$ cat config.mk
export PLATFORM = sky130hd
export DESIGN_NAME = quad_horner_ctrl_flat
export DESIGN_NICKNAME = d
export VERILOG_FILES = /design/src/rtl/quad_horner_ctrl_pkg.sv /design/src/rtl/quad_horner_ctrl_if.sv /design/src/rtl/quad_horner_ctrl_mul.sv /design/src/rtl/quad_horner_ctrl_sat_add.sv /design/src/rtl/quad_horner_ctrl.sv /design/src/flat_wrapper.sv
export SDC_FILE = /design/constraint.sdc
export NUM_CORES = 1
export LEC_CHECK = 0
export ABC_AREA = 1
export CAP_MARGIN = 10
export CORE_AREA = 2 2 267 269
export CTS_CLUSTER_DIAMETER = 100
export DETAILED_ROUTE_END_ITERATION = 8
export DIE_AREA = 0 0 269 271
export GPL_ROUTABILITY_DRIVEN = 0
export PLACE_DENSITY_LB_ADDON = 0.25
export SLEW_MARGIN = 20
export SYNTH_ARGS = -nofsm -noshare
export SYNTH_HDL_FRONTEND = slang
export SYNTH_SLANG_ARGS = --single-unit
export TNS_END_PERCENT = 100
$ cat constraint.sdc
create_clock -name clk -period 13.7 [get_ports clk]
set_clock_uncertainty 0.1 [all_clocks]
set_input_delay 4.11 -clock clk [delete_from_list [all_inputs] [get_ports clk]]
set_output_delay 4.11 -clock clk [all_outputs]
set_load 0.01 [all_outputs]
$ cat src/rtl/quad_horner_ctrl_pkg.sv
// quad_horner_ctrl_pkg: Q7.8 fixed-point type, symmetric limits, FSM states and sign helpers
package quad_horner_ctrl_pkg;
  localparam int T1_W = 16;
  localparam int T1_F = 8;
  typedef logic signed [T1_W-1:0] t1_fxd_t;
  localparam t1_fxd_t T1_MAX = t1_fxd_t'((1 << (T1_W-1)) - 1);
  localparam t1_fxd_t T1_MINS = -T1_MAX;
  localparam t1_fxd_t T1_MINV = t1_fxd_t'(1 << (T1_W-1));
  localparam logic [2:0] IDLE = 3'd0;
  localparam logic [2:0] MUL1 = 3'd1;
  localparam logic [2:0] ADD1 = 3'd2;
  localparam logic [2:0] MUL2 = 3'd3;
  localparam logic [2:0] ADD2 = 3'd4;
  localparam logic [2:0] DONE = 3'd5;
  function automatic t1_fxd_t clampsym(t1_fxd_t v);
    return v == T1_MINV ? T1_MINS : v;
  endfunction
  function automatic t1_fxd_t negsym(t1_fxd_t v);
    return v == T1_MINV ? T1_MAX : -v;
  endfunction
  // magnitude fits T1_W-1 bits because the most-negative value saturates to T1_MAX
  function automatic logic [T1_W-2:0] abssat(t1_fxd_t v);
    return (T1_W-1)'(v[T1_W-1] ? negsym(v) : v);
  endfunction
endpackage

$ cat src/rtl/quad_horner_ctrl_if.sv
// quad_horner_ctrl_if: job input (in_valid/in_ready, a,b,c,x) and result output (out_valid/out_ready, y, ovf)
interface quad_horner_ctrl_if;
  import quad_horner_ctrl_pkg::*;
  logic in_valid, in_ready, out_valid, out_ready, ovf;
  t1_fxd_t a, b, c, x, y;
  modport master(output in_valid, a, b, c, x, out_ready, input in_ready, out_valid, y, ovf);
  modport slave(input in_valid, a, b, c, x, out_ready, output in_ready, out_valid, y, ovf);
endinterface

$ cat src/rtl/quad_horner_ctrl_mul.sv
// quad_horner_ctrl_mul: signed x1 times unsigned x2 in Q7.8; rounds toward zero, keeps low T1_W bits
// ports: x1 signed operand, x2 magnitude operand, p product
module quad_horner_ctrl_mul
  import quad_horner_ctrl_pkg::*;
(
  input  t1_fxd_t          x1,
  input  logic [T1_W-1:0]  x2,
  output t1_fxd_t          p
);
  logic signed [2*T1_W:0] full;
  logic [2*T1_W:0] mag;
  t1_fxd_t q;
  assign full = $signed({{(T1_W+1){x1[T1_W-1]}}, x1}) * $signed({{(T1_W+1){1'b0}}, x2});
  assign mag = full[2*T1_W] ? -full : full;
  assign q = t1_fxd_t'(mag >> T1_F);
  assign p = full[2*T1_W] ? -q : q;
endmodule

$ cat src/rtl/quad_horner_ctrl_sat_add.sv
// quad_horner_ctrl_sat_add: T1_W+1 bit add, clamps (SAT_EN=1) or wraps outside the symmetric range
// ports: a, b addends; sum result; ovf result left [T1_MINS, T1_MAX]
module quad_horner_ctrl_sat_add
  import quad_horner_ctrl_pkg::*;
#(
  parameter bit SAT_EN = 1'b1
) (
  input  t1_fxd_t a,
  input  t1_fxd_t b,
  output t1_fxd_t sum,
  output logic    ovf
);
  localparam logic signed [T1_W:0] HI = {T1_MAX[T1_W-1], T1_MAX};
  localparam logic signed [T1_W:0] LO = {T1_MINS[T1_W-1], T1_MINS};
  logic signed [T1_W:0] s;
  assign s = $signed({a[T1_W-1], a}) + $signed({b[T1_W-1], b});
  assign ovf = s > HI || s < LO;
  assign sum = !(ovf && SAT_EN) ? s[T1_W-1:0] : s[T1_W] ? T1_MINS : T1_MAX;
endmodule

$ cat src/rtl/quad_horner_ctrl.sv
// quad_horner_ctrl: y = (a*x + b)*x + c with one shared multiplier and one shared adder
// ports: clk, rst_n (async active-low), bus (slave: in_valid/in_ready, a,b,c,x, out_valid/out_ready, y, ovf)
module quad_horner_ctrl
  import quad_horner_ctrl_pkg::*;
#(
  parameter bit SAT_EN = 1'b1
) (
  input logic              clk,
  input logic              rst_n,
  quad_horner_ctrl_if.slave bus
);
  logic [2:0] state;
  t1_fxd_t acc, prod, rb, rc, y_r, mul_p, add_a, add_s;
  logic [T1_W-2:0] mx;
  logic sx, ovf_r, vld_r, add_ovf;
  quad_horner_ctrl_mul u_mul (.x1(acc), .x2({1'b0, mx}), .p(mul_p));
  // the multiplier only sees |x|, so the sign of x is reapplied to each product here
  assign add_a = sx ? negsym(prod) : prod;
  quad_horner_ctrl_sat_add #(.SAT_EN(SAT_EN)) u_add (
    .a(add_a), .b(state == ADD1 ? rb : rc), .sum(add_s), .ovf(add_ovf)
  );
  assign bus.in_ready = state == IDLE;
  assign bus.out_valid = vld_r;
  assign bus.y = y_r;
  assign bus.ovf = ovf_r;
  always_ff @(posedge clk or negedge rst_n)
    if (!rst_n) begin
      state <= IDLE;
      acc <= '0;
      prod <= '0;
      rb <= '0;
      rc <= '0;
      y_r <= '0;
      mx <= '0;
      sx <= 1'b0;
      ovf_r <= 1'b0;
      vld_r <= 1'b0;
    end else begin
      case (state)
        IDLE: if (bus.in_valid) begin
          rb <= bus.b;
          rc <= bus.c;
          sx <= bus.x[T1_W-1];
          mx <= abssat(bus.x);
          acc <= clampsym(bus.a);
          ovf_r <= 1'b0;
          state <= MUL1;
        end
        MUL1: begin
          prod <= mul_p;
          state <= ADD1;
        end
        ADD1: begin
          acc <= add_s;
          ovf_r <= ovf_r | add_ovf;
          state <= MUL2;
        end
        MUL2: begin
          prod <= mul_p;
          state <= ADD2;
        end
        ADD2: begin
          y_r <= add_s;
          ovf_r <= ovf_r | add_ovf;
          vld_r <= 1'b1;
          state <= DONE;
        end
        DONE: if (bus.out_ready) begin
          vld_r <= 1'b0;
          state <= IDLE;
        end
        default: state <= IDLE;
      endcase
    end
endmodule
$ cat src/flat_wrapper.sv
// flat-port wrapper written by rule: the top's interface ports become plain ports
module quad_horner_ctrl_flat import quad_horner_ctrl_pkg::*;
#(
  parameter bit SAT_EN = 1'b1
)
  (clk, rst_n, bus_in_valid, bus_a, bus_b, bus_c, bus_x, bus_out_ready, bus_in_ready, bus_out_valid, bus_y, bus_ovf);
  quad_horner_ctrl_if bus_i ();
  input logic clk;
  input logic rst_n;
  input wire logic [$bits(bus_i.in_valid)-1:0] bus_in_valid;
  input wire logic [$bits(bus_i.a)-1:0] bus_a;
  input wire logic [$bits(bus_i.b)-1:0] bus_b;
  input wire logic [$bits(bus_i.c)-1:0] bus_c;
  input wire logic [$bits(bus_i.x)-1:0] bus_x;
  input wire logic [$bits(bus_i.out_ready)-1:0] bus_out_ready;
  output wire logic [$bits(bus_i.in_ready)-1:0] bus_in_ready;
  output wire logic [$bits(bus_i.out_valid)-1:0] bus_out_valid;
  output wire logic [$bits(bus_i.y)-1:0] bus_y;
  output wire logic [$bits(bus_i.ovf)-1:0] bus_ovf;
  assign bus_i.in_valid = bus_in_valid;
  assign bus_i.a = bus_a;
  assign bus_i.b = bus_b;
  assign bus_i.c = bus_c;
  assign bus_i.x = bus_x;
  assign bus_i.out_ready = bus_out_ready;
  assign bus_in_ready = bus_i.in_ready;
  assign bus_out_valid = bus_i.out_valid;
  assign bus_y = bus_i.y;
  assign bus_ovf = bus_i.ovf;
  quad_horner_ctrl #(.SAT_EN(SAT_EN)) u_core (.clk(clk), .rst_n(rst_n), .bus(bus_i));
endmodule
==> results of run 1 <==
registers in the layout, indices dropped and copies added, names as in the netlist:
register	count
u_core.state	3
u_core.bus.y	16
u_core.rc	16
u_core.sx	1
u_core.rb	16
u_core.bus.ovf	1
u_core.mx	15
u_core.acc	16
u_core.bus.out_valid	1
u_core.prod	16
metal layers:
layer	track usage	routed length, um	part of all wire
met1	0.1914	23070	0.48
met2	0.2450	24010	0.50
met3	0.01120	893	0.018
met4	0.01901	425	0.0088
met5	0	0	0
per-stage QoR:
step                cells  cell area, um2  hold slack, ns    util  worst slack, ns
floorplan            2460           17390          0.3414       -            6.661
global placement     3408           19170          0.3608  0.2748            5.999
detailed placement   3408           19170          0.3633  0.2748            5.901
CTS                  3424           19490          0.3844  0.2792            5.869
global route         3424           19490          0.4066  0.2792            5.320
finish               3424           19490          0.3850  0.2792            5.939
final cells by class:
class,count,area (um2)
fillers,7645,50300
multi-input cells,1660,12220
repair buffers,102,978.4
inverters,605,2271
clock buffers,9,225.2
well taps,940,1176
flip-flops and latches,101,2527
clock inverters,7,86.33
cell usage in the layout (no fill, tap or decap), drive strengths merged, types with 4 or more instances in the layout:
cell           count
nor3              22
nand4             15
clkdlybuf4s50     85
dfrtp            101
a31oi              6
clkinv             8
a2bb2oi            5
nor3b              4
a32o              10
ha               101
nor4               5
xor2              21
o21bai             5
nand3            115
inv              604
buf               17
nand2            860
nand3b             9
a21o               4
or2                7
fa               247
o21ai             41
xnor2             15
clkbuf             9
nor2              99
a21oi             43
cell families after synthesis:
| family | count (synthesis) | synth area share |
|---|---|---|
| AND/OR/NAND/NOR | 1143 | 0.2795 |
| buffers and inverters | 699 | 0.1521 |
| adder cells (fa/ha/maj) | 348 | 0.3569 |
| AO/OA/AOI/OAI | 133 | 0.04805 |
| flip-flops | 101 | 0.1453 |
| XOR/XNOR | 36 | 0.01813 |
path summary, 6_finish.rpt:
path / end / slack [ns] / depth (start not counted)
max in group asynchronous: u_core.bus.y[3] / 8.63 / 2
min in group asynchronous: u_core.mx[7] / 3.71 / 1
hold / removal: u_core.rb[1] / 0.39 / 2
hold reg to reg: u_core.rb[1] / 0.39 / 2
setup reg to reg: u_core.prod[10] / 5.94 / 30
setup / recovery: u_core.prod[10] / 5.94 / 30
worst max-delay path, delay by kind of cell, from the launching register on:
kind / cells / cell delay [ns]
and+or+nand+nor: 18 / 2.14
buffers and inverters: 3 / 0.36
DFF: 1 / 0.75
adders and majority gates: 8 / 4.15
xor gates and xnor gates: 1 / 0.15
==> metrics.log, run 1 <==
INFO  metric outcome = finished clean
INFO  metric r2r-start = u_core.mx[2]
INFO  metric antenna_violating_nets_post_route = 0
INFO  metric min_period_over_period = 0.5665
INFO  metric postRouteWirelength = 48.40 mm
INFO  metric clk_latency = 0.38 ns
INFO  metric post_drt_via_cell_ratio = 4.153
INFO  metric ys_top_cells_by_count = sky130_fd_sc_hd__nand2_1, sky130_fd_sc_hd__inv_1, sky130_fd_sc_hd__fa_1, sky130_fd_sc_hd__nand3_1
INFO  metric ctsLongestPathBuffers = 2
INFO  metric die_h = between 200 and 300 um
INFO  metric io_buffers = 86
INFO  metric finish.net_count = 2895
INFO  metric slew_headroom = 0.4217
INFO  metric antenna_found_initial = 0
INFO  metric cts_post_setup_buffers_inserted = 0
INFO  metric cts_hold_buf = 0
INFO  metric postSynthCellCount = 2460
INFO  metric post-route-min-period = 7.761 ns
INFO  metric total_routing_resource_utilization_after_global_routing = 0.1400
INFO  metric type_of_the_setup_path_with_the_least_slack = register to register
INFO  metric netlist_top_cells_area = sky130_fd_sc_hd__fa_1, sky130_fd_sc_hd__nand2_1, sky130_fd_sc_hd__dfrtp_1
INFO  metric floorplan.die_area = between 70000 and 80000 um2
INFO  metric total_clock_buffers_created_by_cts = 9
INFO  metric hold_class = register to register
INFO  metric cp_common_cell = sky130_fd_sc_hd__nand2_1
INFO  metric total_i_o_pin_count = 87
INFO  metric wl_per_cell = 14.14 um
INFO  metric numClockSinks = 101
INFO  metric max_freq = 0.1288 GHz
INFO  metric yosys.cell_types.count = 52
INFO  metric post_synth_instance_area = 17390 um2
INFO  metric grt_pass1_wl = around 82 mm
INFO  metric antenna_cells_inserted = 0
INFO  metric cts-htree-levels = 3
INFO  metric yosysSeqAreaShare = 0.1453
INFO  metric worstSetupStartpoint = u_core.mx[2]
INFO  metric grt_pass1_vias = 14762
INFO  metric worst_hold_startpoint = u_core.rb[1]
INFO  metric chip_width = 269 um
INFO  metric slew_violations = 0
INFO  metric synth.yosys.warnings = 0
INFO  metric yosys.area.top_type = sky130_fd_sc_hd__fa_1
INFO  metric totalNegativeSetupSlack = 0 ns
INFO  metric placement_rows = 97
INFO  metric detailedRoute.firstIterationViolations = 738
INFO  metric drv.max_cap_violation_count = 0
INFO  metric timing.critical_path.to_type = register
INFO  metric crit_fanout = 36
INFO  metric timing_worst_slew_pin_value = a little under 0.9 ns
INFO  metric setup.worst_path.start_class = register
INFO  metric fp.coreArea = 69790 um2
INFO  metric layout-area-overhead-vs-synth = 12.03%
INFO  metric layout-drive-gt1-share = 0.04388
INFO  metric postSynth.asyncResetShare = 1.000
INFO  metric synth_area_per_cell = 7.071 um2
INFO  metric detailedRoute.firstPassIterationCount = 5
INFO  metric synth.net_count = 2876
INFO  metric tritoncts_clock_tree = done
INFO  metric synth_enable_flop_cells = 0
INFO  metric cts-resized-gates = 0
INFO  metric cp.required = roughly 14 ns
INFO  metric initial_core_util = 0.2493
INFO  metric setup-violations-final = 0
INFO  metric worstPathArrival = just under 8 ns
INFO  metric synth-seq-cells = 101
INFO  metric cp_slowest_cell = sky130_fd_sc_hd__fa_1
INFO  metric drc_errors = 0
INFO  metric post-synth-top-count-cell = sky130_fd_sc_hd__nand2_1
INFO  metric cts-root-buf = sky130_fd_sc_hd__clkbuf_16
INFO  metric num_vias = 14221
INFO  metric cts.clk_slew.worst_paths = 0.09 ns
INFO  metric ys.flop_type = sky130_fd_sc_hd__dfrtp_1
INFO  metric final-hold-violation-count = 0
INFO  metric grt_setup_unrepaired = no
INFO  metric dp_hpwl = slightly above 40 mm
INFO  metric pin_count_of_the_biggest_net_entering_global_routing = 56
INFO  metric overflow = 0
INFO  metric worst_path_largest_cell_delay = 0.93 ns
INFO  metric synth_top_area_share = 0.2843
Power of run 1 is not shown: default switching activity piles up to over one toggle a cycle in this logic, so the estimate is an artifact.
==> run 2, diff against run 1 <==
==> constraint.sdc (replaced) <==
create_clock -name clk -period 7.7 [get_ports clk]
set_clock_uncertainty 0.1 [all_clocks]
set_input_delay 2.31 -clock clk [delete_from_list [all_inputs] [get_ports clk]]
set_output_delay 2.31 -clock clk [all_outputs]
set_load 0.01 [all_outputs]
==> run 2 against run 1 <==
Net effect: core utilization increased by 0.36 points; flip-flop and latch count unchanged; worst setup slack got worse by 5.4 ns; sequential share of layout area decreased by 0.14 points; register-to-register slack got worse by 5.4 ns; first-iteration DRC count increased by 5.4%; critical path depth increased by 3; critical path type unchanged; die area unchanged; largest cell class unchanged; global-route usage increased by 0.24 points; via count increased by 1.9%.
==> metrics.log, run 2 (synthesized netlist as in run 1, its figures left out) <==
INFO  metric outcome = finished clean
INFO  metric layout-drive-gt1-share = 0.05801
INFO  metric most-common-layout-cells = sky130_fd_sc_hd__nand2_1, sky130_fd_sc_hd__inv_1, sky130_fd_sc_hd__fa_1, sky130_fd_sc_hd__nand3_1, sky130_fd_sc_hd__ha_1
INFO  metric cts.clk_slew.worst_paths = 0.09 ns
INFO  metric placement_rows = 97
INFO  metric crit_fanout = 24
INFO  metric type_of_the_setup_path_with_the_least_slack = register to register
INFO  metric grt_pass1_wl = ~83 mm
INFO  metric post_drt_via_cell_ratio = ~4.2
INFO  metric mostFrequentLayoutCell = sky130_fd_sc_hd__nand2_1
INFO  metric dp_hpwl = 42.28 mm
INFO  metric postRouteWirelength = roughly 50 mm
INFO  metric setup-violations-final = 0
INFO  metric detailedRoute.firstPassIterationCount = 5
INFO  metric fp.coreArea = 69790 um2
INFO  metric r2r_setup_slack = roughly 0.53 ns
INFO  metric detailedRoute.firstIterationViolations = 778
INFO  metric cp_slowest_cell = sky130_fd_sc_hd__dfrtp_1
INFO  metric setup.worst_path.start_class = register
INFO  metric worst_hold_startpoint = u_core.rc[1]
INFO  metric ctsLongestPathBuffers = 2
INFO  metric min_period_over_period = 0.9314
INFO  metric finish.net_count = 2928
INFO  metric hold_class = register to register
INFO  metric worst_path_largest_cell_delay = 0.74 ns
INFO  metric holdWs = approximately 0.38 ns
INFO  metric total_clock_buffers_created_by_cts = 9
INFO  metric wl_per_cell = 14.37 um
INFO  metric cts-root-buf = sky130_fd_sc_hd__clkbuf_16
INFO  metric grt_setup_unrepaired = no
INFO  metric num_vias = 14487
INFO  metric placement.setup.worst_slack = 0.3234 ns
INFO  metric final-hold-violation-count = 0
INFO  metric timing_worst_slew_pin_value = about 1.0 ns
INFO  metric slew_violations = 0
INFO  metric r2r_cells = 33
INFO  metric floorplan.die_area = 72900 um2
INFO  metric reg2reg_to = u_core.prod[10]
INFO  metric min_to = u_core.rc[1]
INFO  metric die_h = 271 um
INFO  metric chip_width = 269 um
INFO  metric cp_common_cell = sky130_fd_sc_hd__nand2_1
INFO  metric buffers_inverters_on_critical_path = 6
INFO  metric max_freq = 0.1394 GHz
INFO  metric initial_core_util = 0.2493
INFO  metric io_buffers = 86
INFO  metric clk_latency = 0.38 ns
INFO  metric setup_ws = 0.5279 ns
INFO  metric slew_headroom = 0.3014
INFO  metric critPathTopFamily = adder cells
INFO  metric totalNegativeSetupSlack = 0 ns
INFO  metric timing.critical_path.to_type = register
INFO  metric antenna_violating_nets_post_route = 0
INFO  metric drv.max_cap_violation_count = 0
INFO  metric antenna_found_initial = 0
INFO  metric cp.required = approximately 7.9 ns
INFO  metric post-route-min-period = 7.172 ns
INFO  metric grt_pass1_vias = 14960
INFO  metric drc_errors = 0
INFO  metric layout-area-overhead-vs-synth = 13.47%
INFO  metric r2r-start = u_core.acc[9]
INFO  metric total_i_o_pin_count = between 80 and 90
INFO  metric worstSetupPathDepth = 33
INFO  metric cts-htree-levels = 3
INFO  metric overflow = 0
INFO  metric numClockSinks = 101
INFO  metric hold_path_depth = 2
INFO  metric antenna_cells_inserted = 0
INFO  metric pin_count_of_the_biggest_net_entering_global_routing = 64
INFO  metric total_routing_resource_utilization_after_global_routing = 0.1425
INFO  metric worstPathArrival = around 7.4 ns
INFO  metric tritoncts_clock_tree = done
==> run 2: worst register-to-register path: cells and delay by family, from the launching register on <==
family                     cells  cell delay [ns]
DFF                            1             0.74
and+or+nand+nor               18             1.87
adders and majority gates      8             3.62
xor gates and xnor gates       1             0.15
buffers and inverters          6             0.59
==> run 2: area by class of cell <==
| class | instances | area [um2] |
|---|---|---|
| Sequential cell | 101 | 2532 |
| Tap cell | 940 | 1176 |
| Clock inverter | 7 | 83.83 |
| Timing Repair Buffer | 135 | 1226 |
| Fill cell | 7730 | 50050 |
| Multi-Input combinational cell | 1660 | 12220 |
| Clock buffer | 9 | 225.2 |
| Inverter | 605 | 2271 |
==> run 2: worst max-delay path by stage <==
stage                                 end            from
after floorplan           u_core.prod[10]    u_core.mx[3]
after global placement    u_core.prod[10]  u_core.acc[15]
after detailed placement  u_core.prod[10]  u_core.acc[15]
after CTS                 u_core.prod[10]  u_core.acc[15]
after global routing      u_core.prod[14]    u_core.mx[4]
final                     u_core.prod[10]   u_core.acc[9]
==> run 2: metal layers <==
layer	global-route usage	vias to the layer above	share of wire
li1	-	7321	-
met1	0.2004	6957	0.48
met2	0.2407	181	0.49
met3	0.01274	28	0.026
met4	0.02091	0	0.011
met5	0	-	0
==> run 2: stage by stage <==
stage          instance area (um2)    util  cells
6_report                     19740  0.2828   3457
5_1_grt                      19740  0.2828   3457
4_1_cts                      19730  0.2827   3457
3_5_place_dp                 19420  0.2783   3441
3_3_place_gp                 19420  0.2783   3441
2_1_floorplan                17390       -   2460
==> run 2: repair_timing <==
item	in CTS	in global routing
buffers inserted	0	0
resized for setup	0	4
hold buffers	0	0
setup endpoints to repair	0	9
Power of run 2 is left out for the same reason.
